$ cat src/rtl/store_buffer_fifo.sv
// store_buffer_fifo: in-order store buffer with byte-masked stores, head drain and youngest-match forwarding.
// Define STORE_BUFFER_COALESCE_EN to merge stores into an existing entry with the same address.
module store_buffer_fifo #(
    parameter int DATA_W       = 32,
    parameter int ADDR_W       = 32,
    parameter int DEPTH        = 4,
    parameter int DRAIN_THRESH = 1
) (
    input  logic                       clk,
    input  logic                       rst,
    input  logic                       st_valid,
    output logic                       st_ready,
    input  logic [ADDR_W-1:0]          st_addr,
    input  logic [DATA_W-1:0]          st_data,
    input  logic [DATA_W/8-1:0]        st_be,
    input  logic                       ld_valid,
    input  logic [ADDR_W-1:0]          ld_addr,
    input  logic [DATA_W/8-1:0]        ld_be,
    output logic                       ld_hit,
    output logic [DATA_W-1:0]          ld_data,
    output logic                       ld_conflict,
    output logic                       drain_valid,
    input  logic                       drain_ready,
    output logic [ADDR_W-1:0]          drain_addr,
    output logic [DATA_W-1:0]          drain_data,
    output logic [DATA_W/8-1:0]        drain_be,
    input  logic                       flush,
    output logic                       flush_done,
    output logic [$clog2(DEPTH+1)-1:0] count,
    output logic                       empty,
    output logic                       full
);
    localparam int BE_W  = DATA_W / 8;
    localparam int PTR_W = $clog2(DEPTH);
    localparam int CNT_W = $clog2(DEPTH + 1);

    typedef enum logic [0:0] {S_NORMAL = 1'b0, S_FLUSH = 1'b1} state_t;

    state_t            state_q, state_d;
    logic [DEPTH-1:0]  valid_q;
    logic [ADDR_W-1:0] addr_q [DEPTH];
    logic [DATA_W-1:0] data_q [DEPTH];
    logic [BE_W-1:0]   be_q   [DEPTH];
    logic [PTR_W-1:0]  head_q, head_d, tail_q, tail_d;
    logic [CNT_W-1:0]  count_q, count_d;

    logic              push_s, pop_s, alloc_s;
    logic              fwd_found_s, fwd_m_s;
    logic [PTR_W-1:0]  fwd_idx_s;
    logic [PTR_W:0]    fwd_sum_s;

    function automatic logic [PTR_W-1:0] ptr_inc(input logic [PTR_W-1:0] p);
        logic [PTR_W-1:0] r;
        if (p == PTR_W'(DEPTH - 1)) r = '0;
        else                        r = p + PTR_W'(1);
        return r;
    endfunction

`ifdef STORE_BUFFER_COALESCE_EN
    logic              merge_s, st_match_s;
    logic [PTR_W-1:0]  st_match_idx_s;

    function automatic logic [DATA_W-1:0] merge_bytes(input logic [DATA_W-1:0] old_d,
                                                      input logic [DATA_W-1:0] new_d,
                                                      input logic [BE_W-1:0]   be);
        logic [DATA_W-1:0] r;
        for (int b = 0; b < BE_W; b++) begin
            r[8*b +: 8] = be[b] ? new_d[8*b +: 8] : old_d[8*b +: 8];
        end
        return r;
    endfunction

    // Locate the (unique) entry already holding the store address.
    always_comb begin
        st_match_s     = 1'b0;
        st_match_idx_s = '0;
        for (int i = 0; i < DEPTH; i++) begin
            st_match_idx_s = (valid_q[i] && (addr_q[i] == st_addr)) ? PTR_W'(i) : st_match_idx_s;
            st_match_s     = st_match_s | (valid_q[i] && (addr_q[i] == st_addr));
        end
    end

    // A head being popped this cycle cannot absorb the store; it allocates instead.
    assign merge_s  = push_s && st_match_s && !(pop_s && (st_match_idx_s == head_q));
    assign alloc_s  = push_s && !merge_s;
    assign st_ready = (!full || st_match_s) && (state_q == S_NORMAL);
`else
    assign alloc_s  = push_s;
    assign st_ready = !full && (state_q == S_NORMAL);
`endif

    assign count       = count_q;
    assign empty       = (count_q == CNT_W'(0));
    assign full        = (count_q == CNT_W'(DEPTH));
    assign push_s      = st_valid && st_ready;
    assign pop_s       = drain_valid && drain_ready;
    assign drain_valid = !empty && ((count_q >= CNT_W'(DRAIN_THRESH)) || (state_q == S_FLUSH) || ld_conflict);
    assign drain_addr  = addr_q[head_q];
    assign drain_data  = data_q[head_q];
    assign drain_be    = be_q[head_q];

    // Walk oldest to youngest so the last match is the youngest store.
    always_comb begin
        fwd_found_s = 1'b0;
        fwd_idx_s   = '0;
        fwd_sum_s   = '0;
        fwd_m_s     = 1'b0;
        for (int k = 0; k < DEPTH; k++) begin
            fwd_sum_s   = {1'b0, head_q} + (PTR_W+1)'(k);
            fwd_sum_s   = (fwd_sum_s >= (PTR_W+1)'(DEPTH)) ? fwd_sum_s - (PTR_W+1)'(DEPTH) : fwd_sum_s;
            fwd_m_s     = valid_q[fwd_sum_s[PTR_W-1:0]] && (addr_q[fwd_sum_s[PTR_W-1:0]] == ld_addr);
            fwd_idx_s   = fwd_m_s ? fwd_sum_s[PTR_W-1:0] : fwd_idx_s;
            fwd_found_s = fwd_found_s | fwd_m_s;
        end
    end

    // Forwarding result: full byte coverage hits, partial coverage conflicts.
    always_comb begin
        ld_hit      = 1'b0;
        ld_conflict = 1'b0;
        ld_data     = '0;
        if (ld_valid && fwd_found_s) begin
            ld_data = data_q[fwd_idx_s];
            if ((be_q[fwd_idx_s] & ld_be) == ld_be) ld_hit = 1'b1;
            else                                    ld_conflict = 1'b1;
        end else begin
            ld_data = '0;
        end
    end

    // Pointer and occupancy next state.
    always_comb begin
        head_d  = head_q;
        tail_d  = tail_q;
        count_d = count_q;
        if (pop_s) head_d = ptr_inc(head_q);
        else       head_d = head_q;
        if (alloc_s) tail_d = ptr_inc(tail_q);
        else         tail_d = tail_q;
        case ({alloc_s, pop_s})
            2'b10:   count_d = count_q + CNT_W'(1);
            2'b01:   count_d = count_q - CNT_W'(1);
            default: count_d = count_q;
        endcase
    end

    // NORMAL/FLUSH sequencing; flush_done marks the FLUSH->NORMAL transition.
    always_comb begin
        state_d    = state_q;
        flush_done = 1'b0;
        case (state_q)
            S_NORMAL: begin
                if (flush) state_d = S_FLUSH;
                else       state_d = S_NORMAL;
            end
            S_FLUSH: begin
                if (count_q == CNT_W'(0)) begin
                    state_d    = S_NORMAL;
                    flush_done = 1'b1;
                end else begin
                    state_d = S_FLUSH;
                end
            end
            default: state_d = S_NORMAL;
        endcase
    end

    // State, pointers and entry storage; allocation is written after pop so a shared slot ends valid.
    always_ff @(posedge clk or posedge rst) begin
        if (rst) begin
            state_q <= S_NORMAL;
            head_q  <= '0;
            tail_q  <= '0;
            count_q <= '0;
            valid_q <= '0;
            for (int i = 0; i < DEPTH; i++) begin
                addr_q[i] <= '0;
                data_q[i] <= '0;
                be_q[i]   <= '0;
            end
        end else begin
            state_q <= state_d;
            head_q  <= head_d;
            tail_q  <= tail_d;
            count_q <= count_d;
            if (pop_s) valid_q[head_q] <= 1'b0;
            if (alloc_s) begin
                valid_q[tail_q] <= 1'b1;
                addr_q[tail_q]  <= st_addr;
                data_q[tail_q]  <= st_data;
                be_q[tail_q]    <= st_be;
            end
`ifdef STORE_BUFFER_COALESCE_EN
            if (merge_s) begin
                data_q[st_match_idx_s] <= merge_bytes(data_q[st_match_idx_s], st_data, st_be);
                be_q[st_match_idx_s]   <= be_q[st_match_idx_s] | st_be;
            end
`endif
        end
    end
endmodule

$ cat config.mk
export PLATFORM = sky130hd
export DESIGN_NAME = store_buffer_fifo
export DESIGN_NICKNAME = d
export VERILOG_FILES = /design/src/rtl/store_buffer_fifo.sv
export SDC_FILE = /design/constraint.sdc
export NUM_CORES = 1
export LEC_CHECK = 0
export ABC_AREA = 1
export BUFFER_PORTS_ARGS = -buffer_cell sky130_fd_sc_hd__buf_2
export CAP_MARGIN = 25
export CORE_UTILIZATION = 25
export CTS_CLUSTER_SIZE = 24
export DETAILED_ROUTE_END_ITERATION = 10
export MAX_ROUTING_LAYER = met4
export PLACE_DENSITY = 0.49
export SYNTH_ARGS = -nofsm -noshare
export SYNTH_HDL_FRONTEND = slang
export SYNTH_SLANG_ARGS = --single-unit
export TNS_END_PERCENT = 20
$ cat constraint.sdc
create_clock -name clk -period 11.2 [get_ports clk]
set_input_delay 2.24 -clock clk [delete_from_list [all_inputs] [get_ports clk]]
set_output_delay 2.24 -clock clk [all_outputs]
set_load 0.02 [all_outputs]
# ---- After elaboration in Yosys (flattened, before gate mapping)
# Cells that the tools add are included.
dict set report totals {
  out_inout_bits 110
  ramBits 0
  input_bits 110
  latchBits 0
  memories 0
  elab_cells 161
  mem_bits_ro 0
  regBits 284
}
dict set report op_classes {
  n_lt_le_gt_ge 21
  n_eq_ne 10
  multipliers 0
  n_reduce_logical 18
  div 0
  n_mux 69
  add_sub_neg 11
  shift 0
  n_bitwise 15
}
# operator n
set op_table {}
lappend op_table {{32-bit two-way mux} 16}
lappend op_table {{32-bit binary-select mux with 2-bit select} 7}
lappend op_table {{128-bit bitwise mux} 2}
lappend op_table {{32-bit == test} 4}
lappend op_table {{32-bit demux with 2-bit select} 1}
lappend op_table {{3-bit greater-or-equal comparator, second input constant} 10}
lappend op_table {{4-bit two-way mux} 7}
lappend op_table {{2-bit NOT with 3-bit output} 7}
lappend op_table {{2-bit two-way mux} 10}
lappend op_table {{2-bit by 3-bit less-than comparator with 1-bit output, second input constant} 6}
lappend op_table {{4-bit binary-select mux with 2-bit select} 2}
lappend op_table {{16-bit bitwise mux} 1}
lappend op_table {{1-bit two-way mux} 14}
lappend op_table {{1-bit logical AND} 12}
lappend op_table {{4-bit AND} 2}
lappend op_table {{1-bit binary-select mux with 2-bit select} 4}
lappend op_table {{4-bit demux with 2-bit select} 1}
lappend op_table {{2-bit by 1-bit subtractor with 2-bit output, second input constant} 4}
lappend op_table {{2-bit by 2-bit adder with 3-bit output, second input constant} 2}
lappend op_table {{2-bit == test, second input constant} 3}
lappend op_table {{3-bit case mux with 2 select lines} 1}
lappend op_table {{2-bit by 1-bit adder with 2-bit output, second input constant} 2}
lappend op_table {{1-bit demux with 2-bit select} 2}
lappend op_table {{4-bit == test} 1}
lappend op_table {{other kinds (18)} 23}

# ---- Longest topological paths before layout
# Gate-level depths: netlist (run 1).
dict set report logic_depth {
  ltp_word 26
  mapped_depth 39
  mapped_depth_nobuf 32
}

# ---- Least setup slack after synthesis (run 1)
# No wires, ideal clock.
dict set report synth_timing {
  path_kind {input port to output port}
  from {input ld_addr[28]}
  to {output ld_data[11]}
  arrival_time_ns 4.410
  n_path_buf 3
  slack_ns 4.550
  stages 15
  t_required_ns 8.960
  path_cell_list {clkbuf_1 > inv_1 > nand3_1 > nand3_1 > nor2_1 > nand2_1 > nor2_1 > nand3_2 > nand2_1 > nand3_2 > nand2_4 > buf_2 > clkbuf_1 > o211ai_1 > a21oi_1}
}
dict set report synth_via {
  elab_chain_cells 11
  word_cells_on_any_way 21
  classes_between {eq/ne (4); mux (8); bitwise (4); reduce/logical (5)}
}
# item line
set synth_lines {}
lappend synth_lines {{start, declared} 17} ;# input logic [ADDR_W-1:0] ld_addr,
lappend synth_lines {{32-bit == test} 111} ;# fwd_m_s = valid_q[fwd_sum_s[PTR_W-1:0]] && (addr_q[fwd_sum_s[PTR_W-1:0]] == ld_addr);
lappend synth_lines {{1-bit logical AND} 111}
lappend synth_lines {{2-bit two-way mux (4 in series)} 112} ;# fwd_idx_s = fwd_m_s ? fwd_sum_s[PTR_W-1:0] : fwd_idx_s;
lappend synth_lines {{2-bit NOT with 3-bit output (not written as such)} 123} ;# ld_data = data_q[fwd_idx_s];
lappend synth_lines {{32-bit binary-select mux with 2-bit select} 123}
lappend synth_lines {{32-bit two-way mux (not written as such) (2 in series)} 123}
lappend synth_lines {{32-bit two-way mux (*)} 122} ;# if (ld_valid && fwd_found_s) begin
lappend synth_lines {{end, declared} 20} ;# output logic [DATA_W-1:0] ld_data,
# Mark *: on every way between the ends. The rest lies on a longest branch, timed or not. The select of a mux whose other input is x is not followed.

# ---- Final worst setup path (run 1)
dict set report layout_timing {
  from {register head_q[1]}
  to {output ld_data[8]}
}
dict set report layout_via {
  elab_chain_cells 17
  word_cells_on_any_way 60
  classes_between {add/sub (7); order compare (4); eq/ne (4); mux (32); bitwise (8); reduce/logical (5)}
}
# item line
set layout_lines {}
lappend layout_lines {{start, declared} 44} ;# logic [PTR_W-1:0] head_q, head_d, tail_q, tail_d;
lappend layout_lines {{start signal, assigned} 172} ;# head_q <= '0;
lappend layout_lines {{start signal, assigned} 183} ;# head_q <= head_d;
lappend layout_lines {{2-bit by 1-bit adder with 3-bit output, or another cell as far along} 109} ;# fwd_sum_s = {1'b0, head_q} + (PTR_W+1)'(k);
lappend layout_lines {{3-bit greater-or-equal comparator, or another cell as far along} 110} ;# fwd_sum_s = (fwd_sum_s >= (PTR_W+1)'(DEPTH)) ? fwd_sum_s - (PTR_W+1)'(DEPTH) : fwd_sum_s;
lappend layout_lines {{2-bit two-way mux or 2-bit NOT with 3-bit output (tied branches)} {110, 111}}
lappend layout_lines {{2-bit NOT with 3-bit output (not written as such) or 32-bit binary-select mux with 2-bit select (tied branches)} 111}
lappend layout_lines {{32-bit binary-select mux with 2-bit select or 32-bit two-way mux (tied branches)} 111}
lappend layout_lines {{32-bit two-way mux (not written as such)} 111}
lappend layout_lines {{32-bit two-way mux (not written as such) or 32-bit == test (tied branches)} 111}
lappend layout_lines {{32-bit == test or 1-bit logical AND (tied branches)} 111}
lappend layout_lines {{1-bit logical AND or 2-bit two-way mux (tied branches)} {111, 112}}
lappend layout_lines {{2-bit two-way mux (3 in series)} 112}
lappend layout_lines {{2-bit NOT with 3-bit output (not written as such)} 123}
lappend layout_lines {{32-bit binary-select mux with 2-bit select} 123}
lappend layout_lines {{32-bit two-way mux (not written as such) (2 in series)} 123}
lappend layout_lines {{32-bit two-way mux (*)} 122}
# Marks and branches as above.

==> results.py, run 1 <==
metrics = {
    "detailed_routing": {
        "drtIter0Drc": 1687,
        "wirelength_um": 80270,
        "drc": 0,
        "detail_route.first_pass.iterations": 7,
        "wl_per_cell_um": 18.79,
        "postRouteAntennaNets": 0,
        "vias": 20530,
        "viasPerCell": 4.806,
    },
    "timing": {
        "finalHoldViolCount": 0,
        "final-setup-viol-count": 0,
        "post-route-period-util_pct": 76.89,
        "clock_skew_ns": 0.02505,
        "slew_viol_final": 0,
        "period_needed_ns": 8.611,
        "fin_tns_setup_ns": 0,
        "worst_slack_ns": 2.589,
        "tightestPinTransition_ns": 1.037,
        "maxSlewHeadroom_pct": 30.87,
        "fmax_mhz": 116.1,
        "rsz0062_at_grt": "false",
    },
    "placement": {
        "placedCellCount": 4191,
        "pre_cts_ws_ns": 3.175,
        "portBuffers": 219,
        "place_congestion": 1.039,
        "hpwlAfterDp_um": 56500,
    },
    "yosys": {
        "synthTopCellsByArea": "dfrtp_1, nand2_1, nand3_1",
        "synthFlopType": "dfrtp_1",
        "synth_nets": 3204,
        "synth_top_area_share_pct": 36.76,
        "ys_seq_area_share_pct": 36.76,
        "synth_compound_area_share_pct": 11.81,
        "synth_top_family_by_area": "simple AND/OR/NAND/NOR gates",
        "synthArstFlopShare_pct": 100.0,
        "synth-simple-area-share_pct": 41.59,
        "synthMuxAreaShare_pct": 0,
        "ys_ff_latch": 284,
        "syn_area_per_cell_um2": 6.275,
        "yosys_warnings": 0,
        "ys_types": 41,
        "syn_inst": 3081,
        "syn_area_um2": 19330,
        "synth_adder_area_share_pct": 0.8413,
        "synth_edf_count": 0,
        "synth_xor_area_share_pct": 0.7248,
        "synth_commonest_cells": "nand2_1, nand3_1, dfrtp_1",
        "synth.most_common_cell": "nand2_1",
        "yosys.area.top_type": "dfrtp_1",
    },
    "die": {
        "dieArea_um2": 78450,
        "die_width_um": 280.1,
        "dieHeight_um": 280.1,
        "coreArea_um2": 76200,
        "ios": 220,
        "num_rows": 101,
        "initial_core_util_pct": 25.37,
    },
    "worst_setup_path": {
        "crit_buf_inv": 6,
        "startpoint_type": "flop",
        "crit_path_max_incr_delay_ns": 0.63,
        "r2r-start": "head_q[1]",
        "cp-end-kind": "output port",
        "worstSetupPathType": "reg2out",
        "required_ns": 8.96,
        "path_max_fanout": 73,
        "critPathTopFamily": "buffers and inverters",
        "slowest_stage": "nand2_4",
        "reg2reg_depth": 28,
        "crit_top_cell": "nand2_1",
        "worstReg2RegEnd": "count[2]",
        "ff2ff_setup_slack_ns": 4.84,
        "critPathArrivalTime_ns": 6.37,
        "cp_cell_sequence": "inv_4 -> ha_2 -> inv_2 -> buf_4 -> nand3_1 -> nand3_1 -> nand2_1 -> nor2_1 -> nand2_1 -> nor2_1 -> inv_1 -> nor2_1 -> nand2_1 -> nand2_1 -> nand2_2 -> nand2_4 -> buf_4 -> o21ai_0 -> a21oi_1 -> buf_2",
    },
    "clock_tree": {
        "clk_latency_ns": 0.57,
        "cts_buffers": 38,
        "clkSlewWorstSetupHoldPaths_ns": 0.06,
        "clockRootBuffer": "clkbuf_16",
        "tritoncts": "done",
        "cts_setup_buffers": 0,
        "cts_resized": 0,
        "hold_buffers": 0,
        "h-tree-depth": 2,
        "clockBufferDepth": 3,
        "cts_sinks": 284,
    },
    "flow_run": {
        "cap_violations": 0,
    },
    "cells_and_area": {
        "fin_cells": 4273,
        "syn_to_final_growth_pct": 17.09,
        "drive_above_1_share_pct": 10.83,
        "nNetsFinal": 3324,
    },
    "outcome": {
        "status": "complete, no violations",
    },
    "power_and_ir_drop": {
        "p_per_area_nw_per_um2": 355.8,
        "ir_worst_vdd_uv": 288.1,
        "total_power_mw": 8.055,
        "p_leak_nw": 11.81,
    },
    "global_routing": {
        "grt_pass1_wl_um": 120000,
        "grt_max_degree": 107,
        "grt_overflow_total": 0,
        "antenna_found_initial": 15,
        "grt_pass1_vias": 19150,
        "track_usage_pct": 20.74,
    },
    "hold_path": {
        "holdPathEnd": "data_q[2]",
        "worst_hold_startpoint": "data_q[2]",
        "hold_depth": 2,
        "hold_path.class": "reg2reg",
    },
}
## how the worst max path moves through the flow
stage,startpoint,end,slack (ns),depth (start not counted)
2_1_floorplan,rst,addr_q[0],1.12,1
3_3_place_gp,ld_addr[5],ld_data[27],3.14,17
3_5_place_dp,ld_addr[5],ld_data[8],3.17,17
4_1_cts,head_q[1],ld_data[8],2.57,20
5_1_grt,head_q[1],ld_data[26],2.15,20
6_report,head_q[1],ld_data[8],2.59,20
## layer usage
metal / routed length [µm] / vias to the layer above / global-route usage, % / part of all wire, %
li1: - / 10180 / - / -
met2: 36960 / 634 / 33.27 / 46
met1: 36520 / 9613 / 27.12 / 45
met4: 1592 / 0 / 4.512 / 2.0
met3: 5197 / 106 / 3.689 / 6.5
met5: 0 / - / - / 0
## final cells by class
| cell class | instances | area [µm²] |
|---|---|---|
| Fill cell | 8480 | 53570 |
| Multi-Input combinational cell | 2415 | 10640 |
| Inverter | 218 | 839.6 |
| Clock buffer | 48 | 1049 |
| Tap cell | 1030 | 1289 |
| Timing Repair Buffer | 244 | 1284 |
| Clock inverter | 22 | 391.6 |
| Sequential cell | 284 | 7112 |
| Antenna cell | 12 | 30.03 |
## layout by cell type, fill, tap and decap left out, types with 5 or more instances in the layout
cell type     n
a21oi_1     110
o21ai_1      11
xor2_1       14
nor4_1        9
nand3_1     366
o21ai_0     248
dfrtp_1     282
or2_2         5
nand2_1    1394
inv_2        10
diode_2      12
inv_1       200
bufinv_16     9
clkbuf_8      6
nor3b_1       6
clkinv_2      6
buf_2       219
nor2_1      122
nand4_1      39
buf_4        25
ha_1         12
nor3_1        6
o211ai_1     41
clkbuf_16    38
## state kept, by name, indices dropped and copies added (netlist names)
name / flops
valid_q: 4
data_q: 128
state_q: 1
count: 3
head_q: 2
addr_q: 128
be_q: 16
tail_q: 2
## per-stage QoR
step | util, % | instance area (µm²) | hold slack (ns)
final | 29.71 | 22640 | 0.4909
after global routing | 29.71 | 22640 | 0.5160
after CTS | 29.67 | 22610 | 0.4951
after detailed placement | 27.78 | 21170 | 0.4784
after global placement | 27.78 | 21170 | 0.4752
after floorplan | - | 19330 | 0.4530
## logic make-up (layout without fill, tap and decap cells)
group,count (synthesis),after routing
simple gates,1963,1963
compound gates,423,423
buf+inv,382,532
flops,284,284
xor+xnor,16,16
fa+ha+maj,13,13
other cells,0,12
## worst reg2reg max path, delay by kind of cell (launching register included)
kind | cells | cell delay (ns)
simple gates | 17 | 2.96
fa+ha+maj | 2 | 0.74
compound gates | 2 | 0.38
xor+xnor | 1 | 0.15
flops | 1 | 0.42
buf+inv | 6 | 1.59
## power breakdown
part / switching (mW) / internal [mW] / leakage [nW] / total (mW)
Clock: 0.533 / 0.880 / 0.699 / 1.41
Combinational: 3.39 / 1.38 / 7.60 / 4.77
Sequential: 0.354 / 1.52 / 3.51 / 1.87
Power figures use the tool's default switching activity.
==> inputs of run 2 (changes only) <==
Settings changed: ABC_AREA 1 to 0, PLACE_DENSITY 0.49 to 0.5.
Clock period 11.2 ns to 7.9 ns, I/O delays scaled along.
==> results.py, run 2 <==
metrics = {
    "yosys": {
        "synthArstFlopShare_pct": 100.0,
        "ys_ff_latch": 284,
        "synth_edf_count": 0,
        "ys_types": 74,
        "syn_area_per_cell_um2": 12.87,
        "synth_top_area_share_pct": 37.94,
        "syn_inst": 1456,
        "yosys_warnings": 0,
        "synthFlopType": "dfrtp_1",
        "synth_commonest_cells": "dfrtp_1, mux2_2, mux4_2",
        "ys_seq_area_share_pct": 37.94,
        "yosys.area.top_type": "dfrtp_1",
        "synth.most_common_cell": "dfrtp_1",
        "synthTopCellsByArea": "dfrtp_1, mux2_2, mux4_2",
        "synth_nets": 1579,
        "syn_area_um2": 18730,
    },
    "clock_tree": {
        "clkSlewWorstSetupHoldPaths_ns": 0.05,
        "clk_latency_ns": 0.56,
        "cts_sinks": 284,
        "cts_resized": 1,
        "hold_buffers": 0,
        "cts_setup_buffers": 0,
        "cts_buffers": 36,
        "clockBufferDepth": 3,
        "tritoncts": "done",
        "clockRootBuffer": "clkbuf_16",
        "h-tree-depth": 2,
    },
    "outcome": {
        "violations": "design-rule violations",
        "status": "complete, but fails checks",
    },
    "placement": {
        "place_congestion": 0.9413,
        "portBuffers": 219,
        "placed_cell_area_um2": 20860,
        "hpwlAfterDp_um": 44980,
    },
    "die": {
        "num_rows": 100,
        "initial_core_util_pct": 25.20,
        "dieArea_um2": 76020,
        "dieHeight_um": 275.7,
        "die_width_um": 275.7,
        "coreArea_um2": 74320,
        "ios": 220,
    },
    "global_routing": {
        "grt_pass1_vias": 14240,
        "grt_overflow_total": 0,
        "antenna_found_initial": 13,
        "grt_max_degree": 163,
        "grt_pass1_wl_um": 95570,
        "track_usage_pct": 17.43,
    },
    "cells_and_area": {
        "syn_to_final_growth_pct": 18.26,
        "reg_top3": "addr_q (128), data_q (128), be_q (16)",
        "postLayoutCellArea_um2": 22150,
        "layout_commonest_cell": "dfrtp_1",
        "nNetsFinal": 1745,
        "drive_above_1_share_pct": 45.18,
        "most-common-layout-cells": "dfrtp_1, mux2_2, buf_2",
    },
    "worst_setup_path": {
        "path_max_fanout": 23,
        "critPathArrivalTime_ns": 6.05,
        "reg2reg_depth": 19,
        "startpoint_type": "flop",
        "worstSetupPathType": "reg2out",
        "cp-end-kind": "output port",
        "required_ns": 6.32,
    },
    "hold_path": {
        "hold_depth": 1,
        "hold_path.class": "reg2reg",
    },
    "detailed_routing": {
        "wirelength_um": 64190,
        "viasPerCell": 5.165,
        "postRouteAntennaNets": 0,
        "drc": 3,
        "wl_per_cell_um": 24.42,
        "vias": 13580,
        "drtIter0Drc": 914,
        "detail_route.first_pass.iterations": 8,
    },
    "power_and_ir_drop": {
        "pwr-share-comb_pct": 56.7,
        "switching_share_pct": 42.93,
        "p_per_area_nw_per_um2": 493.1,
        "p_switching_mw": 4.689,
        "p_int_mw": 6.234,
        "ir_worst_vdd_uv": 338.9,
        "pwr-share-clk_pct": 16.2,
        "p_seq_share_pct": 27.1,
        "p_leak_nw": 9.076,
    },
    "timing": {
        "slew_viol_final": 0,
        "tightestPinTransition_ns": 0.9721,
        "period_needed_ns": 7.632,
        "final-setup-viol-count": 0,
        "fin_tns_setup_ns": 0,
        "fmax_mhz": 131.0,
        "maxSlewHeadroom_pct": 35.19,
        "finalHoldViolCount": 0,
        "rsz0062_at_grt": "false",
        "clock_skew_ns": 0.01841,
        "hold_slack_ns": 0.5150,
        "post-route-period-util_pct": 96.61,
    },
    "flow_run": {
        "cap_violations": 0,
    },
}
-- run 2: metal layers --
layer | GRT usage, % | share of wire, % | vias up
li1 | - | - | 5924
met1 | 21.86 | 43 | 7121
met2 | 27.44 | 47 | 449
met3 | 4.698 | 7.6 | 84
met4 | 4.988 | 2.7 | 0
met5 | - | 0 | -
-- run 2: logic make-up (layout without fill, tap and decap cells) --
family | after synthesis | after routing | share of synthesized area (%)
AOI/OAI and AO/OA | 179 | 179 | 7.167
xor gates and xnor gates | 131 | 131 | 6.125
adders and majority gates | 13 | 13 | 0.8684
buffers and inverters | 144 | 337 | 3.660
DFF | 284 | 284 | 37.94
muxes | 513 | 513 | 38.39
other | 0 | 11 | 0
and+or+nand+nor | 192 | 192 | 5.851
-- run 2: worst max-delay path, stage by stage (launching register included) --
cell      delay (ns)
dfrtp_4         0.66
inv_2           0.11
ha_4            0.54
buf_4           0.29
mux4_2          0.54
xnor2_1         0.35
nand4_1         0.16
a211oi_1        0.49
and4_1          0.36
o32ai_1         0.14
a311oi_1        0.61
a311oi_1        0.11
a21oi_1         0.17
o211ai_1        0.18
or2_2           0.31
nor3_1          0.19
buf_2           0.26
-- run 2: path summary, 6_finish.rpt --
check                            from  slack, ns    endpoint
max in group asynchronous         rst       5.69   head_q[0]
min in group asynchronous         rst       0.96  data_q[78]
setup / recovery            head_q[0]       0.27      ld_hit
hold reg to reg            data_q[43]       0.52  data_q[43]
hold / removal             data_q[43]       0.52  data_q[43]
setup reg to reg            head_q[0]       1.82    count[2]
-- run 2: cell type report --
type / count / area, µm²
fillers: 7587 / 52170
multi-input cells: 1028 / 11040
flip-flops and latches: 284 / 7114
repair buffers: 248 / 1414
well taps: 969 / 1212
clock buffers: 49 / 1021
clock inverters: 16 / 231.5
inverters: 24 / 93.84
diodes: 11 / 27.53
-- run 2: per-stage QoR --
step	power [mW]	utilization (%)	setup slack [ns]	std cells
CTS	11.01	29.76	0.1899	2618
global placement	9.065	28.07	0.6089	2553
detailed placement	9.170	28.07	0.6104	2553
global route	11.54	29.79	0.001971	2626
finish	10.92	29.80	0.2681	2629
floorplan	7.287	-	1.318	1456
-- run 2: power groups by stage --
stage | clock [mW] | combinational, mW | sequential (mW)
floorplan | 0 | 4.62 | 2.66
global placement | 0 | 6.16 | 2.91
detailed placement | 0 | 6.20 | 2.97
CTS | 1.83 | 6.24 | 2.95
global route | 1.88 | 6.58 | 3.08
finish | 1.77 | 6.19 | 2.96
